--- src/rtl/ultrasonic_scheduler.sv ---
// Round-robin scheduler for three ultrasonic ranging sensors: triggers each sensor in turn,
// times its echo pulse in centimetres, and publishes per-sensor distance/near/timeout status.
`timescale 1ns/1ps

module ultrasonic_scheduler #(
    parameter int TRIG_CYCLES    = 500,
    parameter int CYCLES_PER_CM  = 2900,
    parameter int TIMEOUT_CYCLES = 1500000,
    parameter int GAP_CYCLES     = 500000,
    parameter int WARN_CM        = 30
) (
    input  logic        clk,
    input  logic        rst,
    input  logic        enable,
    input  logic [2:0]  echo,
    output logic [2:0]  trig,
    output logic [26:0] dist_cm,
    output logic [2:0]  near,
    output logic [2:0]  timeout,
    output logic        valid,
    output logic [1:0]  valid_idx,
    output logic        buzzer
);

    // One phase counter serves TRIG width, the echo timeout and the GAP length.
    localparam int CNT_MAX_A = (TRIG_CYCLES > GAP_CYCLES) ? TRIG_CYCLES : GAP_CYCLES;
    localparam int CNT_MAX   = (CNT_MAX_A > TIMEOUT_CYCLES) ? CNT_MAX_A : TIMEOUT_CYCLES;
    localparam int CNT_W     = $clog2(CNT_MAX + 1);
    localparam int SUB_W     = (CYCLES_PER_CM > 1) ? $clog2(CYCLES_PER_CM) : 1;

    typedef enum logic [2:0] {
        IDLE,
        TRIG,
        WAIT_RISE,
        MEASURE,
        GAP
    } state_t;

    state_t           state;
    state_t           state_next;
    logic [1:0]       idx;
    logic [CNT_W-1:0] cnt;
    logic             cnt_clear;
    logic [2:0]       echo_meta;
    logic [2:0]       echo_sync;
    logic             echo_sel;
    logic             armed;
    logic [SUB_W-1:0] sub_cnt;
    logic [8:0]       cm_cnt;
    logic             cm_step;
    logic             meas_done;
    logic             meas_to;
    logic             wr_q;
    logic [1:0]       wr_idx;
    logic             trig_last;
    logic             to_hit;
    logic             gap_done;

    assign echo_sel  = echo_sync[idx];
    assign trig_last = (cnt == CNT_W'(TRIG_CYCLES - 1));
    assign to_hit    = (cnt == CNT_W'(TIMEOUT_CYCLES - 1));
    assign gap_done  = (cnt == CNT_W'(GAP_CYCLES - 1));
    assign buzzer    = |near;

    // NOTE: state and datapath registers use non-blocking assignments so every flop samples pre-edge values.
    always_ff @(posedge clk or posedge rst) begin
        if (rst) begin
            state <= IDLE;
        end else begin
            state <= state_next;
        end
    end

    // trig decodes straight from the state register, so an asynchronous reset drops it at once.
    always_comb begin
        // NOTE: every output of this block gets a default first so no path can infer a latch.
        state_next = state;
        trig       = '0;
        cm_step    = 1'b0;
        meas_done  = 1'b0;
        meas_to    = 1'b0;
        case (state)
            IDLE: begin
                if (enable) state_next = TRIG;
            end
            TRIG: begin
                trig[idx] = 1'b1;
                if (trig_last) state_next = WAIT_RISE;
            end
            WAIT_RISE: begin
                if (to_hit) begin
                    meas_to    = 1'b1;
                    state_next = GAP;
                end else if (armed && echo_sel) begin
                    // The rising cycle is itself the first echo-high cycle.
                    cm_step    = 1'b1;
                    state_next = MEASURE;
                end
            end
            MEASURE: begin
                if (!echo_sel) begin
                    meas_done  = 1'b1;
                    state_next = GAP;
                end else if (to_hit) begin
                    meas_to    = 1'b1;
                    state_next = GAP;
                end else begin
                    cm_step = 1'b1;
                end
            end
            GAP: begin
                if (gap_done) state_next = enable ? TRIG : IDLE;
            end
            default: state_next = IDLE;
        endcase
    end

    // The timeout window spans WAIT_RISE and MEASURE, so that transition keeps counting.
    assign cnt_clear = (state_next != state) && !(state == WAIT_RISE && state_next == MEASURE);

    always_ff @(posedge clk or posedge rst) begin
        if (rst) begin
            echo_meta <= '0;
            echo_sync <= '0;
            cnt       <= '0;
            armed     <= 1'b0;
            sub_cnt   <= '0;
            cm_cnt    <= '0;
            idx       <= 2'd0;
            dist_cm   <= '1;
            near      <= '0;
            timeout   <= '0;
            wr_q      <= 1'b0;
            wr_idx    <= 2'd0;
            valid     <= 1'b0;
            valid_idx <= 2'd0;
        end else begin
            echo_meta <= echo;
            echo_sync <= echo_meta;

            if (state == IDLE || cnt_clear) begin
                cnt <= '0;
            end else begin
                cnt <= cnt + 1'b1;
            end

            // A rise only counts after the selected echo has been seen low inside WAIT_RISE.
            if (state == TRIG) begin
                armed <= 1'b0;
            end else if (state == WAIT_RISE && !echo_sel) begin
                armed <= 1'b1;
            end

            if (state == TRIG) begin
                sub_cnt <= '0;
                cm_cnt  <= '0;
            end else if (cm_step) begin
                if (sub_cnt == SUB_W'(CYCLES_PER_CM - 1)) begin
                    sub_cnt <= '0;
                    if (cm_cnt != 9'd511) cm_cnt <= cm_cnt + 9'd1;
                end else begin
                    sub_cnt <= sub_cnt + 1'b1;
                end
            end

            if (meas_done) begin
                dist_cm[9*idx +: 9] <= cm_cnt;
                timeout[idx]        <= 1'b0;
                near[idx]           <= (cm_cnt < 9'(WARN_CM));
            end else if (meas_to) begin
                dist_cm[9*idx +: 9] <= 9'd511;
                timeout[idx]        <= 1'b1;
                near[idx]           <= 1'b0;
            end

            wr_q      <= meas_done | meas_to;
            wr_idx    <= idx;
            valid     <= wr_q;
            if (wr_q) valid_idx <= wr_idx;

            if (state == GAP && gap_done) begin
                idx <= (idx == 2'd2) ? 2'd0 : idx + 2'd1;
            end
        end
    end

endmodule

--- config.mk ---
export PLATFORM = sky130hd
export DESIGN_NAME = ultrasonic_scheduler
export DESIGN_NICKNAME = d
export VERILOG_FILES = /design/src/rtl/ultrasonic_scheduler.sv
export SDC_FILE = /design/constraint.sdc
export NUM_CORES = 1
export LEC_CHECK = 0
export BUFFER_PORTS_ARGS = -buffer_cell sky130_fd_sc_hd__buf_2
export CORE_MARGIN = 4
export CORE_UTILIZATION = 56
export DETAILED_ROUTE_END_ITERATION = 7
export PLACE_DENSITY = 0.73
export SLEW_MARGIN = 25
export SYNTH_ARGS = -nofsm -noshare
export SYNTH_HDL_FRONTEND = slang
export SYNTH_SLANG_ARGS = --single-unit
--- constraint.sdc ---
create_clock -name clk -period 3.1 [get_ports clk]
set_clock_uncertainty 0.1 [all_clocks]
set_input_delay 0.31 -clock clk [delete_from_list [all_inputs] [get_ports clk]]
set_output_delay 0.31 -clock clk [all_outputs]
set_load 0.02 [all_outputs]
Word level (Yosys, flattened, before mapping)
Index checks and enable logic that the tools add are counted.

Add/subtract/negate cells: 5. Multipliers: 1. $lt $le $gt $ge: 3. Equality and inequality tests: 12. Shift operators: 3. Mux-type cells: 44. Bitwise logic cells: 5. Reduce and logical (&&, ||, !) cells: 17.

Operator list (number): bitwise mux 27 bit (2); 2-to-1 mux 27 bit (2); 2-to-1 mux 12 bit (3); 2-to-1 mux 3 bit (12); 2-to-1 mux 9 bit (4); negation 6 -> 34 bit (1); variable shift 9 x 34 -> 27 bit, first input constant (1); indexed part select 9 x 34 -> 27 bit (1); indexed part select 9 x 34 -> 27 bit, first input constant (1); adder 21 x 1 -> 21 bit, second input constant (1); equality test 21 x 19 -> 1 bit, second input constant (1); equality test 21 bit, second input constant (1); equality test 21 x 9 -> 1 bit, second input constant (1); 2-to-1 mux 21 bit (1); one-hot mux 3 bit (5 select lines) (1); 2-to-1 mux 1 bit (13); adder 12 x 1 -> 12 bit, second input constant (1); equality test 12 bit, second input constant (1); nonzero test 2 bit (5); adder 9 x 1 -> 9 bit, second input constant (1); equality test 3 x 2 -> 1 bit, second input constant (3); < comparator 9 x 5 -> 1 bit, second input constant (1); inequality test 9 bit, second input constant (1); bitwise AND 3 bit (2); other kinds (22) (29).

Register bits: 93. Input port bits: 6. Output and inout port bits: 40. Logic and storage cells: 105.

Longest topological paths before layout
Depth after elaboration: 12. Gate-level depth with buffers: 9. Depth with buffers taken out: 8.

Worst setup path after synthesis
No wires, ideal clock.

Kind: register to register. Start: register cm_cnt[2]. End: register cm_cnt[3]. Setup time: 78 ps. Arrival: 2041 ps. Data required time: 2922 ps. Setup slack: 881 ps. Stages on the path, launching flop included: 9. Buffers on the path: 0. Period minus slack after synthesis: 2219 ps. Path through: dfrtp_1 -> and3_1 -> and3_1 -> and3_1 -> ha_1 -> nor2b_1 -> o2111ai_1 -> or4_1 -> a21oi_1.

Word-level cells in the longest chain between the ends: 5. Elaborated cells between the ends (all ways): 8. Those cells by class: add/sub (1); eq/ne (1); mux (4); reduce/logical (2).

Ends and longest elaborated chain: start: declaration (line 49) `logic [8:0] cm_cnt;`; start signal: assignment (line 160) `if (cm_cnt != 9'd511) cm_cnt <= cm_cnt + 9'd1;`; adder 9 x 1 -> 9 bit (line 160); 2-to-1 mux 9 bit (line 160); 2-to-1 mux 9 bit (line 158) `if (sub_cnt == SUB_W'(CYCLES_PER_CM - 1)) begin`; 2-to-1 mux 9 bit (line 157) `end else if (cm_step) begin`; 2-to-1 mux 9 bit (line 154) `if (state == TRIG) begin`.

Parallel ways exist; a longest one is shown, timed or not. The select of a mux whose other input is x is not followed. A chain may end at the register's enable or synchronous reset.

Worst setup path after layout
Start: register cm_cnt[3]. End: register cm_cnt[3].

Same word-level chain as after synthesis.

==> impl_metrics.csv <==
group,metric,value,unit
global_route,antenna_found_initial,0,
routing,via_count,3593,
cells_and_area,multi_input_area,2166,um^2
routing,viasPerCell,5.988,
critical_path,critPathMostFrequentCell,"and3_1",
synthesis,synthArstFlopShare,100.0,%
clocking,post_cts_buffers,0,
pwr,p_leak,2.297,nW
global_route,grt_max_degree,49,
routing,first_pass_iters,5,
synthesis,syn_nets,462,
job,cap_violations,0,
critical_path,slowest_delay,0.48,ns
floorplan,num_io_pins,46,
clocking,cts-root-buf,"clkbuf_8",
clocking,clock_sink_count,93,
critical_path,crit_fanout,7,
routing,drtIter0Drc,162,
critical_path,cp_cell_sequence,"and3_1 -> and3_1 -> and3_1 -> ha_1 -> nor2b_1 -> o2111ai_1 -> or4_1 -> a21oi_1",
cells_and_area,syn_to_final_growth,10.80,%
critical_path,cp_slowest_cell,"dfrtp_1",
sta,setup_viol,0,
floorplan,rows,33,
clocking,cts_max_path_buffers,2,
floorplan,die_h,99.63,um
global_route,grt_pass1_vias,3398,
synthesis,synthesis.instances,449,
routing,wl,10.03,mm
clocking,h-tree-depth,3,
critical_path,worst_setup_path_start_kind,"register",
floorplan,start_util,57.51,%
sta,post-route-period-util,80.63,%
cells_and_area,register_area,2361,um^2
critical_path,cp_num_buf_inv,0,
clocking,numCtsBuffers,9,
placement,io_buffers,45,
critical_path,cp.arrival,2.69,ns
sta,drv_slew,0,
synthesis,synth_ff_type,"dfrtp_1",
critical_path,critical_path.top_delay_family,"simple AND/OR/NAND/NOR gates",
critical_path,reg2reg_slack,0.60,ns
floorplan,dieWidth,99.63,um
routing,avgRoutedWirePerCell,16.71,um
sta,slew_headroom,36.65,%
synthesis,netlist_area,4702,um^2
global_route,grt-ovfl-total,0,
sta,final.hold.worst_slack,0.1357,ns
synthesis,synth_top_area_share,35.13,%
cells_and_area,nets,503,
sta,fmax,400.1,MHz
synthesis,synth-edff-count,0,
clocking,hold_buffers,4,
critical_path,critical_path_class,"reg -> reg",
sta,rsz0062_at_grt,"false",
outcome,status,"finished, final reports clean",
synthesis,yosysTopAreaCell,"dfrtp_1",
cells_and_area,drive_gt1_share,26.87,%
global_route,grtUsageTotal,20.73,%
sta,final.setup.tns,0,ns
floorplan,core-area,8175,um^2
pwr,powerDensity,392.4,nW/um^2
sta,fin_crit,2.500,ns
clocking,post_cts_resized,0,
critical_path,crit_path_end_kind,"register",
routing,postRouteAntennaNets,0,
synthesis,synth.distinct_cells,65,
clocking,clk_pin_slew,0.10,ns
sta,finalHoldViolCount,0,
placement,dpl.hpwl,7.021,mm
clocking,clock_latency,0.36,ns
sta,tightest_slew,0.9502,ns
synthesis,synth_area_leaders,"dfrtp_1, dfstp_2, a2bb2oi_2, nand2_1, nor2_1",
synthesis,postSynthAreaPerCell,10.47,um^2
critical_path,cp.required,3.29,ns
synthesis,ys_ff_latch,93,
synthesis,yosysWarnings,0,
cells_and_area,n_fill_cell,699,
clocking,cts_tree,"yes",
synthesis,yosysMostFrequentCell,"dfrtp_1",
floorplan,fp.dieArea,9926,um^2
pwr,vdd_ir_drop_max,0.2561,mV
cells_and_area,antenna-diode-count,0,
synthesis,netlist_top_cells_count,"dfrtp_1, nand2_1, nor2_1",
global_route,grt_pass1_wl,16.66,mm
min_path,hp-class,"in -> reg",
synthesis,yosysSeqAreaShare,50.21,%
routing,drcViolationCount,0,
placement,gp_congestion,0.8875,
flip-flops by register name (all words and copies together) (netlist names), 2 cells and up, named ones only:
name,cells
echo_sync,3
echo_meta,3
wr_idx,2
valid_idx,2
state,3
dist_cm,27
cnt,21
idx,2
near,3
cm_cnt,9
sub_cnt,12
cell families (layout without fill, tap and decap cells):
| family | after synthesis | after routing | share of synthesized area, % |
|---|---|---|---|
| multiplexers | 14 | 14 | 3.087 |
| buffers and inverters | 37 | 83 | 3.725 |
| XOR/XNOR | 20 | 20 | 3.725 |
| flip-flops | 93 | 93 | 50.21 |
| AO/OA/AOI/OAI | 86 | 86 | 15.41 |
| AND/OR/NAND/NOR | 192 | 192 | 21.98 |
| adder cells (fa/ha/maj) | 7 | 7 | 1.863 |
worst min-delay path, stage by stage:
cell and delay, ns:
buf_2 0.10, a32oi_1 0.09, nand2_1 0.06
worst paths after layout:
path | end | start | cells past startpoint
worst min-delay path | state[0]$_DFF_PP0_ | enable | 3
worst min register to register | echo_sync[0]$_DFF_PP0_ | echo_meta[0]$_DFF_PP0_ | 0
min in group asynchronous | echo_sync[0]$_DFF_PP0_ | rst | 3
max in group asynchronous | dist_cm[6]$_DFFE_PP1P_ | rst | 4
worst max-delay path | cm_cnt[3]$_DFFE_PP0P_ | cm_cnt[3]$_DFFE_PP0P_ | 8
worst max register to register | cm_cnt[3]$_DFFE_PP0P_ | cm_cnt[3]$_DFFE_PP0P_ | 8
power breakdown:
group          switching [mW]  total [mW]  internal (mW)  leakage [nW]
combinational          0.0270      0.0366        0.00957          1.03
sequential            0.00119        1.22           1.22          1.17
clock                   0.475       0.788          0.313        0.0988
layout make-up:
type / instances / share of cell area, %
sequential: 93 / 45.32
multi-input combinational: 319 / 41.57
timing repair buffer: 54 / 6.052
tap: 105 / 2.522
clock buffer: 9 / 2.378
clock inverter: 7 / 1.201
inverter: 13 / 0.9606
layer usage:
layer	global-route usage [%]	part of all wire [%]	up-vias
met5	0	0	-
met4	6.092	1.4	0
li1	-	-	1701
met3	3.296	5.5	14
met1	29.22	46	1765
met2	33.26	47	113
cell usage in the layout (no fill, tap or decap), drive strengths merged, types with 4 or more instances in the layout:
cell and n:
dfrtp 66, nand2 52, buf 50, nor2 44, dfstp 27, a21oi 25, a2bb2oi 20, nand3 18
inv 18, nor4 12, mux2i 10, xnor2 10, xor2 10, nand4 9, clkbuf 9, and2 8
or3 7, a31oi 7, ha 7, o21ai 7, and3 6, or4 6, nand2b 5, nor3 4
mux2 4, o31ai 4, dlygate4sd3 4, or2 4
per-stage QoR:
stage | util [%] | setup slack, ns | power (mW) | area [um^2] | cells
6_report | 63.73 | 0.6005 | 2.044 | 5210 | 600
5_1_grt | 63.73 | 0.4667 | 2.121 | 5210 | 600
4_1_cts | 63.73 | 0.6419 | 2.060 | 5210 | 600
3_5_place_dp | 60.96 | 0.6897 | 1.276 | 4984 | 580
3_3_place_gp | 60.96 | 0.7357 | 1.276 | 4984 | 580
2_1_floorplan | - | 0.3144 | 1.261 | 4702 | 449
No activity file was read; power rests on OpenSTA's default activity.
